--- src/rtl/mem_port_arbiter.sv ---
// Shares one memory port between instruction fetch (A) and load/store (B), with a watchdog for a silent memory.
// Define ARB_ROUND_ROBIN_EN for round-robin tie-breaking. Without it, B wins a tie (fixed priority).
module mem_port_arbiter #(
    parameter int AW      = 32,
    parameter int TIMEOUT = 16,
    parameter int CW      = 8
) (
    input  logic          clk,
    input  logic          rst_n,
    input  logic          req_a,
    input  logic [AW-1:0] addr_a,
    input  logic          req_b,
    input  logic [AW-1:0] addr_b,
    input  logic          mem_ready,
    output logic          sel,
    output logic          mem_req,
    output logic [AW-1:0] mem_addr,
    output logic          done_a,
    output logic          done_b,
    output logic          err,
    output logic          busy
);
    typedef enum logic [1:0] {IDLE, BUSY_A, BUSY_B} state_t;

    localparam logic [CW-1:0] WD_LIMIT = CW'(TIMEOUT - 1);

    state_t        state, stateNext;
    logic [CW-1:0] wdCount, wdCountNext;
    logic [AW-1:0] memAddrNext;
    logic          selNext, memReqNext, doneANext, doneBNext, errNext;
    logic          tieWinsB, grantB;

`ifdef ARB_ROUND_ROBIN_EN
    logic lastWinnerB;

    // Every grant updates the flag, whether or not there was contention.
    always_ff @(posedge clk or negedge rst_n) begin
        if (!rst_n)
            lastWinnerB <= 1'b0;
        else if (state == IDLE && (req_a || req_b))
            lastWinnerB <= grantB;
    end

    assign tieWinsB = ~lastWinnerB;
`else
    assign tieWinsB = 1'b1;
`endif

    assign grantB = req_b & (~req_a | tieWinsB);
    assign busy   = (state != IDLE);

    always_comb begin
        // NOTE: every always_comb output gets a default first, so no path can infer a latch.
        stateNext   = state;
        wdCountNext = wdCount;
        selNext     = sel;
        memAddrNext = mem_addr;
        memReqNext  = mem_req;
        doneANext   = 1'b0;
        doneBNext   = 1'b0;
        errNext     = 1'b0;
        case (state)
            IDLE: begin
                if (req_a || req_b) begin
                    stateNext   = grantB ? BUSY_B : BUSY_A;
                    selNext     = grantB;
                    memAddrNext = grantB ? addr_b : addr_a;
                    memReqNext  = 1'b1;
                    wdCountNext = '0;
                end
            end
            BUSY_A, BUSY_B: begin
                // mem_ready takes priority over a timeout that falls in the same cycle.
                if (mem_ready) begin
                    doneANext   = (state == BUSY_A);
                    doneBNext   = (state == BUSY_B);
                    stateNext   = IDLE;
                    memReqNext  = 1'b0;
                    wdCountNext = '0;
                end else if (wdCount == WD_LIMIT) begin
                    errNext     = 1'b1;
                    stateNext   = IDLE;
                    memReqNext  = 1'b0;
                    wdCountNext = '0;
                end else begin
                    wdCountNext = wdCount + CW'(1);
                end
            end
            default: stateNext = IDLE;
        endcase
    end

    // NOTE: state registers use non-blocking assignments, so every flop samples values from before the edge.
    always_ff @(posedge clk or negedge rst_n) begin
        if (!rst_n) begin
            state    <= IDLE;
            wdCount  <= '0;
            sel      <= 1'b0;
            mem_req  <= 1'b0;
            mem_addr <= '0;
            done_a   <= 1'b0;
            done_b   <= 1'b0;
            err      <= 1'b0;
        end else begin
            state    <= stateNext;
            wdCount  <= wdCountNext;
            sel      <= selNext;
            mem_req  <= memReqNext;
            mem_addr <= memAddrNext;
            done_a   <= doneANext;
            done_b   <= doneBNext;
            err      <= errNext;
        end
    end
endmodule

--- config.mk ---
export PLATFORM = sky130hd
export DESIGN_NAME = mem_port_arbiter
export DESIGN_NICKNAME = d
export VERILOG_FILES = /design/src/rtl/mem_port_arbiter.sv
export SDC_FILE = /design/constraint.sdc
export NUM_CORES = 1
export LEC_CHECK = 0
export CORE_UTILIZATION = 27
export DETAILED_ROUTE_END_ITERATION = 6
export MAX_ROUTING_LAYER = met4
export PLACE_DENSITY = 0.58
export SYNTH_ARGS = -nofsm -noshare
export SYNTH_HDL_FRONTEND = slang
export SYNTH_SLANG_ARGS = --single-unit
--- constraint.sdc ---
create_clock -name clk -period 1.7 [get_ports clk]
set_clock_uncertainty 0.05 [all_clocks]
set_input_delay 0.17 -clock clk [delete_from_list [all_inputs] [get_ports clk]]
set_output_delay 0.17 -clock clk [all_outputs]
set_load 0.005 [all_outputs]
* Yosys cells after proc, flatten, opt, wreduce, memory -nomap -nowiden *
Index checks and enable logic that the tools add are counted.

word-level totals
  register bits = 47
  word-level logic and storage cells = 44

cells by class
  add/subtract/negate cells = 1
  muxes and demuxes = 21
  equal/unequal tests = 5
  reduce and logical (&&, ||, !) cells = 9

operators by type and width
  operator               number
  $mux W32               1
  $mux W8                3
  $pmux W8 S2            1
  $mux W1                10
  $add A8 B1 Y8 const B  1
  $eq A8 B4 Y1 const B   1
  $mux W2                4
  $reduce_and A2 Y1      3
  $pmux W2 S2            1
  $reduce_bool A2 Y1     2
  $ne A3 B3 Y1 const B   1
  $reduce_and A3 Y1      1
  $eq A2 B1 Y1 const B   1
  $eq A2 B2 Y1 const B   1
  $logic_not A2 Y1       1
  $ne A2 B2 Y1 const B   1
  $pmux W1 S2            1
  $reduce_or A2 Y1       1
  $logic_or A1 B1 Y1     1

* Longest topological paths before layout *
  depth in word-level cells = 4
  gate-level depth with buffers = 7
  mapped depth without buffers = 6

* Least setup slack after synthesis *
No wires, ideal clock.

  kind = register -> register
  start point = register state[1]
  end point = register wdCount[7]
  path buffers = 0
  cell stages (with the launch flop) = 7
  arrival time = 1.656 ns
  slack = -0.080 ns
  path through = dfrtp_1 > inv_1 > ha_1 > nand2b_4 > and2_4 > or4_4 > a21oi_2

on the way
  word-level cells in the longest chain between the ends = 4

ends and longest elaborated chain
  element                                       RTL line  source
  start: declaration                            27        state_t state, stateNext;
  start signal: assignment                      105       state <= stateNext;
  $eq A2 B1 Y1 or $eq A2 B2 Y1 (tied branches)  62        case (state)
  $reduce_or A2 Y1                              62
  $reduce_bool A2 Y1 (no source line)           --
  $reduce_and A2 Y1 (no source line)            --
  end signal: assignment                        106       wdCount <= wdCountNext;
  end: declaration                              28        logic [CW-1:0] wdCount, wdCountNext;

Several ways; a longest one is shown, not always the timed one.
A chain may end at the register's enable or synchronous reset.

* Worst setup path after layout *
Same ends and word-level chain as after synthesis.

==> flow_summary.json <==
{
  "rows": 32,
  "reg2reg_to": "wdCount[7]",
  "nNetsFinal": 412,
  "yosysMostFrequentCell": "dfrtp_1",
  "fmax_ghz": 0.620,
  "grt_pass1_wl_um": 9000,
  "switching_share": 0.324,
  "die_w_um": 92.9,
  "gp_congestion": 0.785,
  "outcome": "completed",
  "area_growth_pct": 64.4,
  "synth_area_leaders": "dfrtp_1, mux2i_1, o21ai_0, nand2_1, ha_1",
  "via_count": 1957,
  "leakagePower_nw": 1.62,
  "antenna_found_initial": 1,
  "slew_headroom": 0.684,
  "synth_top_cell_area_share": 0.527,
  "finalHoldViolations": 0,
  "first_pass_iters": 4,
  "async_reset_ff_frac": 1.00,
  "port_buffers": 106,
  "cp-endpoint": "wdCount[7]",
  "rsz0062_at_grt": "no",
  "regToRegStartpoint": "state[1]",
  "root_buffer": "clkbuf_8",
  "multi_input_area_mm2": 0.00101,
  "dpl_worst_slack_ns": 0.00342,
  "dieArea_mm2": 0.00863,
  "combPwrFrac": 0.491,
  "cp-start-kind": "flop",
  "grt_pass1_vias": 1896,
  "cts_buffer_depth": 2,
  "synth-edff-count": 0,
  "drt-initial-drc-count": 86,
  "required_ns": 1.84,
  "finalCriticalPeriod_ns": 1.61,
  "yosys.area.top_type": "dfrtp_1",
  "power.share.clock": 0.149,
  "critical_path_class": "reg -> reg",
  "pin_count": 107,
  "tightest_slew_ns": 0.473,
  "cts-buffers-inserted": 5,
  "synthFlopType": "dfrtp_1",
  "yosysSeqAreaShare": 0.527,
  "ys_ff_latch": 47,
  "arrival_ns": 1.75,
  "nFillCells": 812,
  "clk_latency_ns": 0.30,
  "postRouteWirelength_um": 5420,
  "drtAntennaViolNets": 0,
  "wire_per_inst_um": 12.2,
  "slew_violations": 0,
  "setup.worst_path.end_class": "flop",
  "setup_tns_ns": 0,
  "synth.net_count": 289,
  "overflow": 0,
  "tritoncts": "yes",
  "period_share": 0.950,
  "initial_core_util": 0.284,
  "cp-startpoint": "state[1]",
  "power.switching_mw": 1.62,
  "reg2reg_depth": 7,
  "grt_use_total": 0.136,
  "maxCapViolCount": 0,
  "avgSynthCellArea_um2": 10.3,
  "ir_worst_vdd_v": 0.000551,
  "hold_path_class": "in -> reg",
  "layout.area.seq_mm2": 0.00118,
  "finalPower_mw": 4.99,
  "drc": 0,
  "grt_max_degree": 51,
  "yosysWarnings": 0,
  "fin_ws_ns": 0.0858,
  "placed_cell_area_mm2": 0.00353,
  "clock_sinks": 47,
  "worst-r2r-setup-slack_ns": 0.09,
  "yosysUniqueCellTypes": 35,
  "setup_viol": 0,
  "synth_area_mm2": 0.00223,
  "place_hpwl_um": 4150,
  "dieHeight_um": 92.9,
  "worst-path-max-fanout": 4,
  "core_mm2": 0.00785,
  "cts_max_level": 2,
  "synth_common_cells": "dfrtp_1, nand2_1, o21ai_0",
  "syn_inst": 216,
  "power_density_mw_per_mm2": 1360,
  "seqPwrFrac": 0.360,
  "p_int_mw": 3.38,
  "finalInstanceArea_mm2": 0.00367,
  "viasPerCell": 4.42,
  "layout-drive-gt1-share": 0.112,
  "clk_pin_slew_ns": 0.09
}
[area by class of cell]
class / count / share of cell area
Clock buffer: 7 / 0.0263
Clock inverter: 1 / 0.00205
Timing Repair Buffer: 127 / 0.337
Sequential cell: 47 / 0.321
Tap cell: 102 / 0.0348
Multi-Input combinational cell: 155 / 0.276
Antenna cell: 1 / 0.000682
Inverter: 3 / 0.00307
[worst min-delay path by stage]
stage | endpoint | slack [ns] | cells past startpoint | startpoint
6_report | sel | 0.31 | 3 | req_b
4_1_cts | sel | 0.31 | 3 | req_b
5_1_grt | sel | 0.34 | 3 | req_b
3_3_place_gp | state[1] | 0.13 | 2 | rst_n
3_5_place_dp | sel | 0.13 | 2 | rst_n
2_1_floorplan | done_a | -0.18 | 0 | rst_n
[critical path, cell delays in order (launching register included)]
cell,delay (ns)
dfrtp_1,0.38
inv_2,0.07
ha_4,0.28
nand2b_4,0.05
and2_4,0.15
buf_4,0.14
o31ai_1,0.30
a21oi_2,0.09
[state kept, by name, indices dropped and copies added (netlist names)]
name      cells
sel           1
err           1
done_a        1
done_b        1
mem_req       1
wdCount       8
state         2
mem_addr     32
[stage by stage]
step	util	std cells	hold slack (ns)
after global routing	0.467	443	0.340
after global placement	0.450	430	0.131
after CTS	0.465	440	0.309
after detailed placement	0.450	430	0.125
after floorplan	-	216	-0.176
final	0.467	443	0.311
[metal layers]
layer | global-route usage | share of wire | vias to the layer above
li1 | - | - | 999
met1 | 0.172 | 0.45 | 893
met2 | 0.214 | 0.48 | 61
met3 | 0.0394 | 0.062 | 4
met4 | 0.0346 | 0.0061 | 0
met5 | - | 0 | -
[kinds of logic after synthesis]
family	after synthesis	share of synthesized area
buffers and inverters	14	0.0286
multiplexers	32	0.144
AND/OR/NAND/NOR	65	0.131
AO/OA/AOI/OAI	50	0.131
flip-flops	47	0.527
adder cells (fa/ha/maj)	4	0.0224
XOR/XNOR	4	0.0157
[power groups by stage]
stage | Combinational (mW) | Sequential (mW) | Clock, mW
after floorplan | 0.961 | 1.84 | 0
after global placement | 2.45 | 1.80 | 0
after detailed placement | 2.46 | 1.82 | 0
after CTS | 2.48 | 1.80 | 0.776
after global routing | 2.73 | 1.86 | 0.810
final | 2.45 | 1.80 | 0.744
[timing repair]
action	4_1_cts	5_1_grt
hold buffers	1	0
cloned	0	0
setup buffers	1	2
endpoints found under the hold margin	47	0
gates resized for setup	1	1
pin swaps	1	3
endpoints found under the setup margin	2	3
[layout by cell type (no fill, tap or decap), drive strengths merged, types with 2 or more instances in the layout]
cell | synthesis | routed
buf | 8 | 22
dfrtp | 47 | 47
clkdlybuf4s50 | 0 | 103
clkbuf | 3 | 7
nand2 | 43 | 43
mux2i | 32 | 32
inv | 3 | 3
nor2 | 7 | 7
nand3 | 4 | 4
a211oi | 2 | 2
nor2b | 2 | 2
a21oi | 4 | 4
ha | 4 | 4
o21ai | 36 | 36
xnor2 | 4 | 4
and2 | 2 | 2
nand2b | 2 | 2
Note: power is estimated with default switching activity, not from simulation.
